$ cat src/rtl/regfile_write_arbiter.sv
// Round-robin arbiter that shares the register file's single write port
// among four requesters. Each cycle at most one request wins. The winning
// write is registered and presented to the register file in the next cycle.
// Writes to R15 can be restricted to requester 0.
module regfile_write_arbiter #(
    parameter int WIDTH       = 32,
    parameter int PROTECT_R15 = 1
) (
    input  logic               clk,
    input  logic               reset,
    input  logic [3:0]         req,
    input  logic [15:0]        req_addr,
    input  logic [4*WIDTH-1:0] req_data,
    output logic [3:0]         grant,
    output logic [3:0]         err,
    output logic               wr_en,
    output logic [3:0]         wr_addr,
    output logic [WIDTH-1:0]   wr_data
);

    logic [3:0]       addr_a [4];
    logic [WIDTH-1:0] data_a [4];
    logic [3:0]       illegal;
    logic [3:0]       elig;

    logic [3:0]       grant_q, grant_d;
    logic [3:0]       err_q, err_d;
    logic             wr_en_q, wr_en_d;
    logic [3:0]       wr_addr_q, wr_addr_d;
    logic [WIDTH-1:0] wr_data_q, wr_data_d;
    logic [1:0]       last_q, last_d;

    logic [1:0]       win;
    logic [1:0]       idx;
    logic             any_elig;

    // Unpack each requester's fields and classify its request.
    // Requester 0 is always trusted to write R15.
    // A requester granted this cycle sits out one arbitration round.
    genvar gi;
    generate
        for (gi = 0; gi < 4; gi++) begin : g_req
            assign addr_a[gi] = req_addr[4*gi +: 4];
            assign data_a[gi] = req_data[WIDTH*gi +: WIDTH];
            if (gi == 0) begin : g_trusted
                assign illegal[gi] = 1'b0;
            end else begin : g_checked
                assign illegal[gi] = (PROTECT_R15 != 0) && req[gi] &&
                                     (addr_a[gi] == 4'hF);
            end
            assign elig[gi] = req[gi] && !illegal[gi] && !grant_q[gi];
        end
    endgenerate

    assign any_elig = |elig;

    // Pick the first eligible requester after the last winner.
    // The scan wraps around and ends on the last winner itself.
    // Iterating from the farthest offset down lets the nearest one win.
    always_comb begin
        win = last_q;
        idx = 2'd0;
        for (int k = 3; k >= 0; k--) begin
            idx = last_q + 2'(k + 1);
            if (elig[idx]) begin
                win = idx;
            end
        end
    end

    // Next-state for the registered write port. When nothing is
    // eligible, the address and data simply hold.
    always_comb begin
        err_d     = illegal;
        wr_en_d   = any_elig;
        grant_d   = 4'b0000;
        wr_addr_d = wr_addr_q;
        wr_data_d = wr_data_q;
        last_d    = last_q;
        if (any_elig) begin
            grant_d   = 4'b0001 << win;
            wr_addr_d = addr_a[win];
            wr_data_d = data_a[win];
            last_d    = win;
        end
    end

    // State registers. The reset value of last_q (3) gives requester 0
    // first priority.
    always_ff @(posedge clk) begin
        if (reset) begin
            grant_q   <= 4'b0000;
            err_q     <= 4'b0000;
            wr_en_q   <= 1'b0;
            wr_addr_q <= 4'h0;
            wr_data_q <= '0;
            last_q    <= 2'd3;
        end else begin
            grant_q   <= grant_d;
            err_q     <= err_d;
            wr_en_q   <= wr_en_d;
            wr_addr_q <= wr_addr_d;
            wr_data_q <= wr_data_d;
            last_q    <= last_d;
        end
    end

    assign grant   = grant_q;
    assign err     = err_q;
    assign wr_en   = wr_en_q;
    assign wr_addr = wr_addr_q;
    assign wr_data = wr_data_q;

endmodule

$ cat config.mk
export PLATFORM = sky130hd
export DESIGN_NAME = regfile_write_arbiter
export DESIGN_NICKNAME = d
export VERILOG_FILES = /design/src/rtl/regfile_write_arbiter.sv
export SDC_FILE = /design/constraint.sdc
export NUM_CORES = 1
export LEC_CHECK = 0
export BUFFER_PORTS_ARGS = -buffer_cell sky130_fd_sc_hd__buf_2
export CORE_MARGIN = 2
export CORE_UTILIZATION = 38
export CTS_CLUSTER_DIAMETER = 100
export DETAILED_ROUTE_END_ITERATION = 8
export GPL_ROUTABILITY_DRIVEN = 0
export PLACE_DENSITY_LB_ADDON = 0.25
export SYNTH_ARGS = -nofsm -noshare
export SYNTH_HDL_FRONTEND = slang
export SYNTH_SLANG_ARGS = --single-unit
$ cat constraint.sdc
create_clock -name clk -period 1.9 [get_ports clk]
set_clock_uncertainty 0.2 [all_clocks]
set_input_delay 0.19 -clock clk [delete_from_list [all_inputs] [get_ports clk]]
set_output_delay 0.19 -clock clk [all_outputs]
set_load 0.02 [all_outputs]
== Yosys cells after proc, flatten, opt, wreduce, memory -nomap -nowiden ==
Index checks and enable logic that the tools add are counted.

* Register bits: 47
* Latch bits: 0
* Memory bits (writable): 0
* Bits in read-only memories: 0
* Input port bits: 150
* Output and inout bits: 45
* Logic and storage cells: 54
* Memories: 0

* Add/subtract/negate cells: 3
* Multiply operators: 0
* Div/mod/pow operators: 0
* Order comparisons: 4
* Equality and inequality tests: 3
* Shift operators: 1
* Mux-type cells: 15
* Bitwise gates (word level): 2
* Reductions and logical operators: 19

{| class="wikitable"
|+ Operators by type and width
! operator !! number
|-
| $bmux W32 S2 || 1
|-
| $mux W32 || 2
|-
| $eq A4 B4 Y1 const B || 3
|-
| $logic_and A1 B1 Y1 || 10
|-
| $lt A2 B3 Y1 const B || 3
|-
| $bmux W4 S2 || 1
|-
| $mux W4 || 2
|-
| $logic_not A1 Y1 || 7
|-
| $bmux W1 S2 || 3
|-
| $mux W2 || 3
|-
| $add A2 B2 Y2 const B || 2
|-
| $reduce_or A4 Y1 || 1
|-
| $shl A1 B2 Y4 const A || 1
|-
| $ge A3 B3 Y1 const B || 1
|-
| $mux W1 || 3
|-
| $not A2 Y3 || 1
|-
| $add A2 B1 Y2 const B || 1
|-
| $reduce_or A2 Y1 || 1
|-
| $not A1 Y1 || 1
|}

== Depth between registers and ports, before layout ==
Gate-level depths: netlist of run 1.

* Depth in word-level cells: 14
* Mapped depth: 10
* Mapped depth without buffers: 7

== Least setup slack after synthesis of run 1 ==
Ideal clock, no wire load.

* Path type: reg2reg
* From: register grant_q[2], in the netlist grant[2]
* To: register wr_data_q[13], in the netlist wr_data[13]
* Setup time: 0.128 ns
* Arrival: 1.739 ns
* Data required time: 1.572 ns
* Setup slack: -0.167 ns
* Cell stages (with the launch flop): 11
* Path buffers: 3
* Clock period less this slack: 2.067 ns
* Path through: dfxtp_1 > nor2b_1 > o2bb2ai_1 > a211o_1 > nand2b_1 > buf_4 > inv_2 > nand2_1 > buf_6 > buf_6 > o221ai_2

* Cells in the longest elaborated chain, start to end: 11
* Elaborated cells between the ends (all ways): 16
* Those cells by class: 12 x mux; 1 x bitwise; 3 x reduce/logical

{| class="wikitable"
|+ RTL lines
! element !! RTL line !! source
|-
| start, declared || 26 || <nowiki>logic [3:0] grant_q, grant_d;</nowiki>
|-
| start signal, assigned || 99 || <nowiki>grant_q <= grant_d;</nowiki>
|-
| $logic_not A1 Y1 (*) || 51 || <nowiki>assign elig[gi] = req[gi] && !illegal[gi] && !grant_q[gi];</nowiki>
|-
| $logic_and A1 B1 Y1 (*) || 51 ||
|-
| $bmux W1 S2 || 65 || <nowiki>if (elig[idx]) begin</nowiki>
|-
| $mux W1 (implied by the code) || 65 ||
|-
| $mux W2 (3 in a row) || 65 ||
|-
| $not A2 Y3 (implied by the code) || 83 || <nowiki>wr_data_d = data_a[win];</nowiki>
|-
| $bmux W32 S2 || 83 ||
|-
| $mux W32 (implied by the code) (2 in a row) || 83 ||
|-
| end signal, assigned || 103 || <nowiki>wr_data_q <= wr_data_d;</nowiki>
|-
| end, declared || 30 || <nowiki>logic [WIDTH-1:0] wr_data_q, wr_data_d;</nowiki>
|}

Every way passes the cells marked *; elsewhere a longest branch is shown, timed or not. The select of a mux whose other input is x is not followed.
A chain may end at the register's enable or synchronous reset.

== Worst setup path in the final report of run 1 ==
* From: register last_q[0]
* To: register wr_data_q[10], in the netlist wr_data[10]

* Cells in the longest elaborated chain, start to end: 10
* Elaborated cells between the ends (all ways): 16
* Those cells by class: 3 x add/sub; 12 x mux; 1 x bitwise

{| class="wikitable"
|+ RTL lines
! element !! RTL line !! source
|-
| start, declared || 31 || <nowiki>logic [1:0] last_q, last_d;</nowiki>
|-
| start signal, assigned || 104 || <nowiki>last_q <= last_d;</nowiki>
|-
| $add A2 B2 Y2 || 64 || <nowiki>idx = last_q + 2'(k + 1);</nowiki>
|-
| $bmux W1 S2 || 65 ||
|-
| $mux W1 (implied by the code) || 65 ||
|-
| $mux W2 (2 in a row) || 65 ||
|-
| $mux W2 (*) || 65 ||
|-
| $not A2 Y3 (implied by the code) (*) || 83 ||
|-
| $bmux W32 S2 (*) || 83 ||
|-
| $mux W32 (implied by the code) (*) (2 in a row) || 83 ||
|}

Marks and branches as above.

==> metrics.txt, run 1 <==
vias in the first global route=3002; starting density of the core=38.7%; Post-Syn Nets=417; htree depth=2; max-cap viol count=0; FF-to-FF path depth=7; area leader, netlist=dfxtp_1; crit path launch type=flop; die height=89.4 um; Hold WS=-0.00523 ns; DRC=0; Total GRT Usage=22.2%; Routed WL=10100 um; DIE WIDTH=89.4 um; synth top area cells=dfxtp_1, mux2i_1, o221ai_2; R2R setup slack=-0.14 ns; VDD IR max=0.471 mV; final worst slack=-0.139 ns; Core ar.=7180 um2; Tcrit/Tclk final=107%; WHS Path Cells=3; final hold viol count=1; Pins Over Slew Limit=0; clock buffer depth=2; Final ANT Viol Nets=0; Seq pwr share=25.2%; leakage=2.24 nW; Post-synth ARST share=0%; # port buffers=193; Internal=3.39 mW; number of buffers created by CTS=5; highest clock rate=490 MHz; Sum Neg Setup Slack=-4.01 ns; Mean Syn Cell Area=10.4 um2; Synth-to-Final Area Change=73.5%; # IOs=195; sw power=2.33 mW; Min-Delay Endpoint=wr_addr[1]; dpl ws=-0.238 ns; Antenna Cells=0; Mapped Area=2770 um2; Sw Share=40.8%; Clock Sinks=46; Ys Warns=0; unrepaired setup endpoints after global routing=yes; Synth Register Bits=46; fin nets=654; CTS tree=built; worst hold path class=input pin to flop; status=finished, violations left; failing checks=negative hold slack, negative setup slack; first-pass GRT wire length=13700 um; row count=31; CP Capture Type=flop; die area=8000 um2; Final min period=2.04 ns; Synth Flop Type=dfxtp_1; Clock Latency Late Sink=0.30 ns; pin count of the biggest net entering global routing=22; register area share after synthesis=33.2%; Finish-stage setup viols=41; Post-Syn Instances=267; EDFF count, synth=0; DR pass1 iterations=4; GRT overflow=0; Pwr Density=1190 nW/um2; post-synthesis cell type count=42; Iteration-0 DRC Markers=55; initial antenna violation count=0; Worst R2R Start=last_q[0]; WL per Instance=16.7 um; hold_sp=req_addr[13]; crit path DAT=2.02 ns; via count=3122; Root Driver=clkbuf_8; Clock power frac=12.9%; CP required=1.88 ns; Crit Path Class=flop to flop; top cell type's share of synthesized area=33.2%; Crit Path Max Fanout=7; clock transition at the registers of the reported paths=0.09 ns; Comb power frac=61.9%; detailed placement HPWL=7070 um; vias per std cell=5.17; layout cells sized above 1=66.3%; Worst R2R End=wr_data[10]
[metal layers]
layer	up-vias	global-route usage [%]	share of wire, %
li1	1501	-	-
met1	1484	25.1	39
met2	120	41.1	53
met3	17	4.16	5.7
met4	0	8.14	1.8
met5	-	0	0
[worst max-delay path by stage]
stage	start	to	slack, ns	cells after the start
after floorplan	grant[3]	wr_data[3]	-0.09	8
after global placement	req_addr[14]	wr_data[25]	-0.15	8
after detailed placement	req_addr[15]	wr_data[24]	-0.24	8
after CTS	grant[3]	wr_data[30]	-0.11	7
after global routing	last_q[0]	wr_data[27]	-0.18	7
final	last_q[0]	wr_data[10]	-0.14	7
[cell type report]
cell class / instances / area [um2]
Sequential cell: 46 / 930
Fill cell: 567 / 2360
Timing Repair Buffer: 251 / 1600
Multi-Input combinational cell: 198 / 2050
Clock buffer: 7 / 76.3
Inverter: 2 / 7.51
Clock inverter: 1 / 30.0
Tap cell: 99 / 124
[flip-flops by register name, summed over array words and instances (netlist names)]
register	cells
wr_data	32
grant	4
wr_addr	4
err	3
last_q	2
wr_en	1
[repair_timing]
item	4_1_cts	5_1_grt
resized for setup	47	38
buffers inserted	5	0
hold buffers	13	0
endpoints found under the setup margin	40	42
cloned	1	3
pin swaps	15	17
hold endpoints to repair	11	0
[power groups by stage]
stage / Clock [mW] / Sequential (mW) / Combinational (mW)
floorplan: 0 / 1.81 / 1.54
global placement: 0 / 1.44 / 2.83
detailed placement: 0 / 1.44 / 2.88
CTS: 0.753 / 1.43 / 3.17
global route: 0.790 / 1.47 / 3.75
finish: 0.740 / 1.44 / 3.54
[cells in the final DEF, fill, tap and decap left out, types with 2 or more instances in the layout]
master | synthesis | final
a21boi_1 | 2 | 3
clkbuf_8 | 0 | 5
clkbuf_1 | 3 | 2
dfxtp_2 | 0 | 4
nor2_1 | 2 | 2
a211o_4 | 0 | 2
nor3b_1 | 3 | 2
mux2i_2 | 0 | 7
dlygate4sd3_1 | 0 | 13
o31ai_1 | 7 | 6
mux2i_4 | 0 | 7
a211oi_4 | 1 | 4
buf_12 | 0 | 5
nand2_1 | 38 | 36
buf_2 | 5 | 193
nand4_2 | 2 | 2
o221ai_2 | 26 | 27
dfxtp_1 | 46 | 41
buf_8 | 0 | 2
nand2_2 | 0 | 2
mux2i_1 | 58 | 44
a31oi_1 | 7 | 6
nor2b_4 | 0 | 2
a21boi_2 | 0 | 11
buf_4 | 7 | 26
clkbuf_16 | 0 | 3
o221ai_1 | 3 | 2
a211oi_2 | 2 | 7
buf_6 | 5 | 9
[Yosys cell counts (3+ instances only)]
master / count
a211oi_1: 8
a21boi_0: 12
a31oi_1: 7
buf_2: 5
buf_4: 7
buf_6: 5
clkbuf_1: 3
dfxtp_1: 46
mux2i_1: 58
nand2_1: 38
nor2b_1: 3
nor3b_1: 3
o221ai_1: 3
o221ai_2: 26
o31ai_1: 7
[logic make-up after synthesis]
family	share of synthesized area, %
compound gates	28.2
simple gates	11.5
mux	20.9
flops	33.2
buf+inv	6.04
other cells	0.135
[worst max-delay path, stage by stage, from the launching register on]
cell       delay (ns)
dfxtp_2          0.35
buf_6            0.12
or3_1            0.37
a21o_1           0.23
and2_4           0.20
nand2_4          0.16
clkbuf_16        0.19
o221ai_2         0.10
[per-stage QoR]
step / cells / hold WS (ns) / util (%) / power, mW / area [um2]
after CTS: 601 / 0.000493 / 63.3 / 5.36 / 4540
after floorplan: 267 / 0.0661 / - / 3.34 / 2830
after global placement: 574 / 0.238 / 57.0 / 4.26 / 4090
after global routing: 604 / 0.00303 / 67.1 / 6.01 / 4810
final: 604 / -0.00523 / 67.1 / 5.72 / 4810
after detailed placement: 574 / 0.242 / 57.0 / 4.32 / 4090
No activity file was read; power rests on OpenSTA's default activity.
==> run 2: changes to the inputs <==
Settings changed: CTS_CLUSTER_DIAMETER 100 to default.
Clock period 1.9 ns to 2.3 ns, I/O delays scaled along.
==> run 2 against run 1 <==
  * Register-to-register slack gained 0.28 ns
  * Final area shrank 14%
  * Die area is the same
  * Global-route usage shrank 2.0 points
  * The flow now finishes without violations
  * Combinational power shrank 36%
  * Largest cell class unchanged
  * Critical endpoint is now wr_data[16]
  * Setup slack gained 0.28 ns
==> metrics.txt, run 2 (synthesis gave the netlist of run 1 again) <==
Crit Path Class=flop to flop; Finish-stage setup viols=0 (-100%); Routed WL=8540 um (-15%); WL per Instance=15.1 um (-9.1%); Clock Sinks=46 (unchanged); Clock power frac=17.8% (+4.9 points); most frequent cells in the layout=buf_2, mux2i_1, dfxtp_1, nand2_1, o221ai_2; DIE WIDTH=89.4 um (unchanged); status=finished clean; worst hold path class=input pin to flop; Core ar.=7180 um2 (unchanged); filler instances=645 (+14%); slowest stage delay, CP=0.41 ns (+0.04 ns); final hold viol count=0 (-1); vias in the first global route=2743 (-8.6%); Pins Over Slew Limit=0 (unchanged); die height=89.4 um (unchanged); Final min period=2.16 ns (+0.117 ns); first-pass GRT wire length=12600 um (-8.2%); CTS tree=built; Sw Share=40.0% (-0.81 points); via count=2883 (-7.7%); unrepaired setup endpoints after global routing=no; slowest CP cell=o2bb2ai_1; DRC=0 (unchanged); Final ANT Viol Nets=0 (unchanged); Root Driver=clkbuf_8; Design Area, Final=4120 um2 (-14%); crit path DAT=2.18 ns (+0.16 ns); highest clock rate=464 MHz (-5.4%); row count=31 (unchanged); # IOs=195 (unchanged); Total GRT Usage=20.2% (-2.0 points); max FFs per register=32 (unchanged); detailed placement HPWL=6650 um (-5.9%); leakage=1.99 nW (-11%); DR pass1 iterations=4 (unchanged); CP required=2.32 ns (+0.44 ns); Internal=2.52 mW (-26%); Placed Area=3910 um2 (-4.5%); VDD IR max=0.480 mV (+2.0%); htree depth=2 (unchanged); GRT overflow=0 (unchanged); number of buffers created by CTS=5 (unchanged); CP Capture Type=flop; crit path launch type=flop; vias per std cell=5.11 (-1.1%); clock transition at the registers of the reported paths=0.09 ns (about the same); clock buffer depth=2 (unchanged); # port buffers=193 (unchanged); pin count of the biggest net entering global routing=33 (+50%); Crit Path Max Fanout=10 (+3); commonest non-fill, non-tap cell in the layout=buf_2; sw power=1.68 mW (-28%); Antenna Cells=0 (unchanged); fin nets=614 (-6.1%); die area=8000 um2 (unchanged); most repeated library cell on the critical path=nand2b_1; crit path cell chain=nand2b_1 > o2bb2ai_1 > a211o_1 > nand2b_1 > inv_2 > nand2_4 > buf_12 > o221ai_2; Clock Latency Late Sink=0.29 ns (about the same); Pwr Density=1020 nW/um2 (-14%); starting density of the core=38.7% (unchanged); Synth-to-Final Area Change=48.4%; initial antenna violation count=0 (unchanged); Seq pwr share=28.0% (+2.8 points); Tcrit/Tclk final=93.8% (-14 points); utilization after layout=57.4% (-9.7 points); layout cells sized above 1=55.1% (-11 points); Iteration-0 DRC Markers=100 (+82%); max-cap viol count=0 (unchanged); Comb power frac=54.1% (-7.8 points)
run 2: changes by cell type in the layout (fill, tap and decap cells not counted), sizes merged:
cell	delta
clkbuf	-4
a211o	-1
buf	-25
dlygate4sd3	-11
bufinv	+1
run 2: repair_timing:
action | CTS | global route
gates resized for setup | 2 | 2
hold endpoints to repair | 2 | 0
hold buffers | 2 | 0
pin swaps | 0 | 1
buffers inserted | 0 | 1
setup endpoints to repair | 10 | 22
run 2: path summary, 6_finish.rpt:
path / end / slack, ns / from / cells after the start
worst min register to register: wr_data[31] / 0.26 / wr_data[31] / 2
worst max-delay path: wr_data[16] / 0.14 / grant[3] / 8
worst min-delay path: err[2] / 0.009 / req[2] / 2
worst max register to register: wr_data[16] / 0.14 / grant[3] / 8
run 2: layout make-up:
cell class	instances	area (um2)	share of cell area, %
repair buffers	212	1200	29.2
well taps	99	124	3.01
clock buffers	6	82.6	2.01
flip-flops and latches	46	921	22.4
clock inverters	2	60.1	1.46
multi-input cells	197	1720	41.8
inverters	2	7.51	0.182
run 2: power by group through the flow:
stage               sequential (mW)  combinational (mW)  clock (mW)
floorplan                      1.49                1.23           0
CTS                            1.18                2.25       0.764
global route                   1.21                2.43       0.786
detailed placement             1.19                2.23           0
global placement               1.19                2.20           0
finish                         1.18                2.27       0.748
run 2: worst max-delay path, delay by kind of cell (launching register included):
kind                   cells  cell delay [ns]
flip-flops                 1             0.33
AND/OR/NAND/NOR            3             0.45
AO/OA/AOI/OAI              3             0.81
buffers and inverters      2             0.30
run 2: through the flow:
step	TNS (ns)	power, mW	worst slack (ns)	instances	hold slack [ns]
after floorplan	0	2.72	0.233	267	0.106
final	0	4.20	0.143	564	0.00948
after global routing	0	4.42	0.00302	564	0.00226
after global placement	0	3.39	0.0263	553	0.233
after detailed placement	-0.199	3.42	-0.0361	553	0.242
after CTS	0	4.19	0.0926	563	0.00317
run 2: per-layer routing:
metal | GRT usage (%) | share of wire (%) | up-vias
met4 | 5.70 | 1.0 | 0
met1 | 24.6 | 42 | 1346
met5 | 0 | 0 | -
met2 | 35.2 | 51 | 108
met3 | 4.80 | 6.1 | 8
li1 | - | - | 1421
